File: src/rtl/bcd_counter_display_pkg.sv
// Shared definitions for the BCD counter / 7-segment display block.
// Contents:
//   NDIG              number of BCD digits driven by the counter
//   SEG_0..SEG_9      active-low segment bytes {a,b,c,d,e,f,g,dp}, dp off
//   SEG_BLANK         all segments off
//   seg_encode()      BCD nibble -> segment byte (non-decimal -> blank)
package bcd_counter_display_pkg;

  localparam int NDIG = 8;

  localparam logic [7:0] SEG_0     = 8'h03;
  localparam logic [7:0] SEG_1     = 8'h9F;
  localparam logic [7:0] SEG_2     = 8'h25;
  localparam logic [7:0] SEG_3     = 8'h0D;
  localparam logic [7:0] SEG_4     = 8'h99;
  localparam logic [7:0] SEG_5     = 8'h49;
  localparam logic [7:0] SEG_6     = 8'h41;
  localparam logic [7:0] SEG_7     = 8'h1F;
  localparam logic [7:0] SEG_8     = 8'h01;
  localparam logic [7:0] SEG_9     = 8'h09;
  localparam logic [7:0] SEG_BLANK = 8'hFF;

  function automatic logic [7:0] seg_encode(input logic [3:0] digit);
    logic [7:0] seg;
    case (digit)
      4'd0:    seg = SEG_0;
      4'd1:    seg = SEG_1;
      4'd2:    seg = SEG_2;
      4'd3:    seg = SEG_3;
      4'd4:    seg = SEG_4;
      4'd5:    seg = SEG_5;
      4'd6:    seg = SEG_6;
      4'd7:    seg = SEG_7;
      4'd8:    seg = SEG_8;
      4'd9:    seg = SEG_9;
      default: seg = SEG_BLANK;
    endcase
    return seg;
  endfunction

endpackage

File: src/rtl/bcd_digit.sv
// One decade of the BCD counter.
// Ports:
//   clk, rst   clock, synchronous active-high reset
//   clr        synchronous clear to 0
//   load       synchronous load of load_val (nibbles above 9 saturate to 9)
//   load_val   4-bit load value
//   dir        1 = increment, 0 = decrement
//   cin        carry (up) / borrow (down) in; the digit steps when high
//   q          current digit value
//   cout       carry/borrow out: this digit steps and rolls over
module bcd_digit (
  input  logic       clk,
  input  logic       rst,
  input  logic       clr,
  input  logic       load,
  input  logic [3:0] load_val,
  input  logic       dir,
  input  logic       cin,
  output logic [3:0] q,
  output logic       cout
);

  logic [3:0] q_reg;

  assign q    = q_reg;
  // Combinational so the whole chain ripples within one cycle.
  assign cout = cin & (dir ? (q_reg == 4'd9) : (q_reg == 4'd0));

  always_ff @(posedge clk) begin
    if (rst || clr) begin
      q_reg <= 4'd0;
    end else if (load) begin
      q_reg <= (load_val > 4'd9) ? 4'd9 : load_val;
    end else if (cin) begin
      if (dir) begin
        q_reg <= (q_reg == 4'd9) ? 4'd0 : q_reg + 4'd1;
      end else begin
        q_reg <= (q_reg == 4'd0) ? 4'd9 : q_reg - 4'd1;
      end
    end
  end

endmodule

File: src/rtl/bcd_counter_display.sv
// 8-digit BCD up/down counter with prescaled count tick and a registered
// 7-segment encoder feeding the display scan controller.
// Ports:
//   clk       system clock
//   rst       synchronous active-high reset
//   en        count enable (prescaler and digits advance only while high)
//   dir       1 = up, 0 = down (only matters on step cycles)
//   clr       synchronous clear of digits and prescaler
//   load      single-cycle load strobe of load_val
//   load_val  BCD load value, [31:28] = most significant digit
//   display   segment bytes, [63:56] = leftmost digit, one cycle behind bcd
//   bcd       current count
//   wrap      high during the step cycle that rolls every digit over
module bcd_counter_display
  import bcd_counter_display_pkg::*;
#(
  parameter int TICK_DIV = 10_000_000,
  parameter int LZB      = 1
) (
  input  logic                clk,
  input  logic                rst,
  input  logic                en,
  input  logic                dir,
  input  logic                clr,
  input  logic                load,
  input  logic [4*NDIG-1:0]   load_val,
  output logic [8*NDIG-1:0]   display,
  output logic [4*NDIG-1:0]   bcd,
  output logic                wrap
);

  localparam int              PW       = $clog2(TICK_DIV);
  localparam logic [PW-1:0]   PRE_TC   = PW'(TICK_DIV - 1);
  localparam logic [8*NDIG-1:0] DISP_RST = (LZB != 0) ?
                                           {{(NDIG-1){SEG_BLANK}}, SEG_0} :
                                           {NDIG{SEG_0}};

  logic [PW-1:0]       pre_reg;
  logic                step;
  logic [NDIG:0]       carry;
  logic [8*NDIG-1:0]   display_reg;
  logic [8*NDIG-1:0]   display_next;

  // Prescaler: terminal count produces a one-cycle step.
  assign step = en & (pre_reg == PRE_TC);

  always_ff @(posedge clk) begin
    if (rst || clr || load) begin
      pre_reg <= '0;
    end else if (en) begin
      pre_reg <= step ? '0 : pre_reg + PW'(1);
    end
  end

  // Digit chain: a load or clear inside each digit overrides the step.
  assign carry[0] = step;

  generate
    for (genvar gi = 0; gi < NDIG; gi++) begin : g_digit
      bcd_digit u_digit (
        .clk      (clk),
        .rst      (rst),
        .clr      (clr),
        .load     (load),
        .load_val (load_val[gi*4 +: 4]),
        .dir      (dir),
        .cin      (carry[gi]),
        .q        (bcd[gi*4 +: 4]),
        .cout     (carry[gi+1])
      );
    end
  endgenerate

  assign wrap = carry[NDIG] & ~clr & ~load & ~rst;

  // blank[i]: digit i and every digit above it are zero. Digit 0 is
  // always shown, so the mask only exists for digits 1..NDIG-1.
  logic [NDIG-1:1] blank;

  assign blank[NDIG-1] = (bcd[4*NDIG-1 -: 4] == 4'd0);

  generate
    for (genvar gi = 1; gi < NDIG - 1; gi++) begin : g_blank
      assign blank[gi] = (bcd[gi*4 +: 4] == 4'd0) & blank[gi+1];
    end

    for (genvar gi = 0; gi < NDIG; gi++) begin : g_seg
      if (gi == 0) begin : g_ls
        assign display_next[7:0] = seg_encode(bcd[3:0]);
      end else begin : g_upper
        assign display_next[gi*8 +: 8] = ((LZB != 0) && blank[gi]) ?
                                         SEG_BLANK : seg_encode(bcd[gi*4 +: 4]);
      end
    end
  endgenerate

  always_ff @(posedge clk) begin
    if (rst) begin
      display_reg <= DISP_RST;
    end else begin
      display_reg <= display_next;
    end
  end

  assign display = display_reg;

endmodule
File: config.mk
export PLATFORM = sky130hd
export DESIGN_NAME = bcd_counter_display
export DESIGN_NICKNAME = d
export VERILOG_FILES = /design/src/rtl/bcd_counter_display_pkg.sv /design/src/rtl/bcd_digit.sv /design/src/rtl/bcd_counter_display.sv
export SDC_FILE = /design/constraint.sdc
export NUM_CORES = 1
export LEC_CHECK = 0
export ABC_AREA = 1
export ABC_CLOCK_PERIOD_IN_PS = 3000
export CORE_UTILIZATION = 52
export DETAILED_ROUTE_END_ITERATION = 10
export PLACE_DENSITY_LB_ADDON = 0.3
export SLEW_MARGIN = 0
export SYNTH_ARGS = -nofsm -noshare
export SYNTH_HDL_FRONTEND = slang
export SYNTH_SLANG_ARGS = --single-unit
File: constraint.sdc
create_clock -name clk -period 3 [get_ports clk]
set_input_delay 0.9 -clock clk [delete_from_list [all_inputs] [get_ports clk]]
set_output_delay 0.9 -clock clk [all_outputs]
set_load 0.02 [all_outputs]
# == Word-level counts from Yosys, hierarchy flattened ==
# Memories as Yosys holds them, arrays and structs flattened. A register that Yosys moved wholly into a read port is not among the register bits.
# Index checks and enable logic that the tools add are counted.
# classes
n_addsub,17
order_cmp,8
n_eq_ne,9
n_mux,57
bitwise,21
n_reduce_logical,25
# op_table
cell,n
4-bit 2-to-1 mux,48
4-bit by 1-bit adder with 4-bit output (second input constant),8
4-bit equality test (second input constant),8
4-bit > comparator (second input constant),8
4-bit logical NOT,8
4-bit by 1-bit subtractor with 4-bit output (second input constant),8
24-bit by 1-bit adder with 24-bit output (second input constant),1
24-bit equality test (second input constant),1
24-bit 2-to-1 mux,1
1-bit AND,18
2-bit nonzero test,8
2-bit OR reduction,7
1-bit 2-to-1 mux,8
1-bit inverter,3
1-bit logical OR,2
# word_totals
reg_bits,120
romBits,896
output_inout_bits,97
elab_cells,162
mem_count,8
# memory_table
name,depth,word_bits,read_ports,rd_ports_with_merged_regs,wr,line_no,text
(name not given),16,7,1,1,0,bcd_counter_display_pkg.sv:25,case (digit)
(name not given),16,7,1,1,0,bcd_counter_display_pkg.sv:25,
(name not given),16,7,1,1,0,bcd_counter_display_pkg.sv:25,
(name not given),16,7,1,1,0,bcd_counter_display_pkg.sv:25,
(name not given),16,7,1,1,0,bcd_counter_display_pkg.sv:25,
(name not given),16,7,1,1,0,bcd_counter_display_pkg.sv:25,
+2 memories,n/a,n/a,n/a,n/a,n/a,n/a,

# == Logic depth before layout (Yosys ltp) ==
# logic_depth
depth_word,13
depth_mapped,14

# == Cells and area by module ==
# From an unflattened synthesis, not the netlist that was laid out.
# hier_totals
cells_unflattened,1111
area_unflattened_um2,7405.9
# modules_own_cells
mod,instances,cells_each,area_each_um2,seq_area_each_um2
bcd_counter_display,1,567,4292.9,1601.5
bcd_digit,8,68,389.1,80.1

# == Least setup slack after synthesis ==
# OpenSTA, ideal clock, no wires.
# synth_path
kind,input to output
startpoint,input en
endpoint,output wrap
t_arrival_ns,2.237
t_required_ns,2.100
path_slack_ns,-0.137
stages,10
n_path_buf,0
path_cell_list,nand2_2 > inv_2 > nand2_2 > nor2_1 > nand2_1 > nor2_4 > nand4_4 > nor2_8 > nand4_4 > nor3_1
# synth_via
elab_chain_cells,12
# synth_rtl
element,line_no,text
from (decl),bcd_counter_display.sv:22,"input logic en,"
1-bit AND,bcd_counter_display.sv:45,assign step = en & (pre_reg == PRE_TC);
1-bit AND (8 in a row),bcd_digit.sv:27,assign cout = cin & (dir ? (q_reg == 4'd9) : (q_reg == 4'd0));
1-bit AND (3 in a row),bcd_counter_display.sv:74,assign wrap = carry[NDIG] & ~clr & ~load & ~rst;
to (decl),bcd_counter_display.sv:29,output logic wrap
# Every way passes these cells.

# == Worst setup path after layout ==
# Ends and elaborated chain as after synthesis.

==> results.py <==
metrics = {
    "route": {
        "ant_nets": 0,
        "drt_iter0_markers": 593,
        "vias": 7060,
        "wl_met1_um": 8120,
        "wl_um": 18800,
        "drc_errors": 0,
        "via_per_inst": 5.41,
        "drt-pass1-iter-count": 7,
        "route.met3.wl_um": 1570,
        "maxUsedRoutingLayer": "met4",
        "wire_per_inst_um": 14.4,
        "wl_met2_um": 8720,
    },
    "power": {
        "seqPwrFrac_pct": 41.7,
        "power.density_nw_per_um2": 435,
        "p_sw_mw": 1.15,
        "peakVddDrop_uv": 267,
        "p_clk_share_pct": 32.3,
        "netSwitchingFraction_pct": 29.0,
        "comb_power_share_pct": 26.0,
        "leakage_nw": 3.90,
        "internal_power_mw": 2.80,
    },
    "yosys": {
        "ys_ff_latch": 112,
        "synth.most_common_cell": "nand2_1",
        "synthDistinctLibCells": 53,
        "synth-edff-count": 0,
        "ys_warn_count": 0,
        "yosysTopAreaCell": "dfxtp_1",
        "synthArstFlopShare_pct": 0,
        "syn_inst": 913,
        "synth-seq-area-share_pct": 34.3,
        "synthTopCellsByArea": "dfxtp_1 34%, nand2_1 11%, ha_1 7.9%",
        "synth_area_per_cell_um2": 7.16,
        "synth_top_flop_cell": "dfxtp_1",
        "yosys-top-cells-count": "185 x nand2_1, 112 x dfxtp_1, 98 x nor2_1",
        "synth_top_area_share_pct": 34.3,
        "netlist_area_um2": 6530,
    },
    "final_layout": {
        "nNetsFinal": 1211,
        "drive_above_1_share_pct": 17.1,
        "multi_input_area_um2": 3790,
        "stdcell_count": 1305,
        "diodes": 0,
        "largest_reg_flops": 56,
        "regArea_um2": 2240,
        "fill_cells": 915,
        "area_growth_pct": 38.7,
    },
    "die": {
        "die_h_um": 114,
        "dieArea_um2": 13000,
        "die_w_um": 114,
        "start_util_pct": 53.9,
        "coreArea_um2": 12100,
        "rows": 40,
        "io_pins": 135,
    },
    "sta": {
        "skew_ns": 0.00728,
        "finalCritPeriodShare_pct": 98.7,
        "worst_slack_ns": 0.0388,
        "fmax_mhz": 338,
        "period_minus_slack_ns": 2.96,
        "hold_viol": 0,
        "max_slew_margin_pct": 54.8,
        "setup-violations-final": 0,
        "rsz0062_at_grt": "true",
        "slew_viol_final": 0,
        "tightest_slew_ns": 0.678,
    },
    "global_routing": {
        "grt_usage_pct": 28.7,
        "first_global_vias": 6228,
        "grt_pass1_wl_um": 29700,
        "overflow": 0,
        "antenna_found_initial": 0,
        "grt_max_degree": 60,
    },
    "critical_path": {
        "crit_path_end_kind": "primary output",
        "worstSetupPathType": "in -> out",
        "worstPathRequired_ns": 2.10,
        "startpoint_type": "input pin",
        "ff2ff_setup_slack_ns": 0.20,
        "crit_fanout": 2,
        "crit_arrival_ns": 2.06,
    },
    "cts": {
        "clk_latency_ns": 0.36,
        "clockBufferDepth": 2,
        "cts_tree": "yes",
        "numCtsBuffers": 9,
        "cts_sinks": 112,
        "htree_levels": 3,
        "clockRootBuffer": "clkbuf_16",
        "path_clk_slew_ns": 0.07,
    },
    "place": {
        "dp_hpwl_um": 13700,
        "dp.cells": 1276,
        "dp_slack_ns": -0.940,
        "port_buffers": 126,
        "gp_congestion": 0.933,
    },
    "flow_run": {
        "maxCapViolations": 0,
    },
    "run_status": {
        "status": "finished, final reports clean",
    },
    "min_path": {
        "hold_class": "reg -> reg",
    },
}
[timing repair]
item	4_1_cts	5_1_grt
hold buffers	0	0
setup endpoints to repair	1	23
setup buffers	12	3
pin swaps	6	9
gates resized for setup	21	17
[cell type report]
cell class                 count  area share [%]
tap                          168            2.32
inverter                     101            4.24
timing repair buffer         238            23.3
clock buffer                  14            3.13
sequential                   112            24.7
multi-input combinational    670            41.9
clock inverter                 2           0.387
[logic make-up after synthesis]
family / synth area share (%)
and+or+nand+nor: 28.0
AOI/OAI and AO/OA: 18.1
buffers and inverters: 8.87
DFF: 34.3
adders and majority gates: 7.85
xor gates and xnor gates: 2.82
other: 0.0574
[stage by stage]
stage | setup TNS (ns) | hold WS, ns | area (um2) | power [mW] | util [%]
global route | -0.0285 | 0.517 | 9060 | 4.10 | 74.8
CTS | -0.0823 | 0.489 | 9000 | 3.94 | 74.3
global placement | -0.909 | 0.459 | 8580 | 2.67 | 70.8
detailed placement | -0.940 | 0.479 | 8580 | 2.68 | 70.8
finish | 0 | 0.497 | 9060 | 3.94 | 74.8
floorplan | 0 | 0.443 | 6560 | 2.22 | -
[per-layer routing]
| layer | up-vias | global-route usage (%) |
|---|---|---|
| li1 | 3478 | - |
| met1 | 3201 | 37.6 |
| met2 | 348 | 47.4 |
| met3 | 33 | 4.61 |
| met4 | 0 | 11.3 |
| met5 | - | 0 |
[path summary, 6_finish.rpt]
| check | from | cells past startpoint | endpoint |
|---|---|---|---|
| worst max-delay path | en | 12 | wrap |
| worst min-delay path | pre_reg[23] | 1 | pre_reg[23] |
| worst max register to register | pre_reg[1] | 20 | pre_reg[13] |
| worst min register to register | pre_reg[23] | 1 | pre_reg[23] |
[layout by cell type, fill, tap and decap left out, drive strengths merged, types with 2 or more instances in the layout]
cell type / instances
nand2: 192
clkdlybuf4s50: 123
buf: 115
dfxtp: 112
nor2: 107
inv: 100
o21ai: 70
nand3: 59
a21oi: 51
ha: 41
o211ai: 15
nor3: 15
clkbuf: 14
xor2: 13
a31oi: 12
nand4: 12
or2: 11
o22ai: 8
xnor2: 8
a22oi: 8
conb: 8
o31ai: 7
a211oi: 7
o221ai: 4
nor4: 4
nor3b: 3
o32ai: 3
o2111ai: 2
nand3b: 2
clkinv: 2
[critical path, cell delays in order]
cell     delay (ns)
buf_8          0.08
nand2_4        0.05
inv_4          0.05
nand2_2        0.05
nor2_1         0.09
nand2_1        0.09
nor2_4         0.13
nand4_4        0.13
nor2_8         0.13
nand4_4        0.08
nor3_2         0.12
buf_4          0.17
[power groups by stage]
stage,Combinational [mW],Sequential (mW),Clock [mW]
2_1_floorplan,0.401,1.82,0
3_3_place_gp,0.991,1.68,0
3_5_place_dp,1.00,1.68,0
4_1_cts,1.01,1.64,1.29
5_1_grt,1.11,1.65,1.34
6_report,1.02,1.64,1.27
Power figures use the tool's default switching activity.
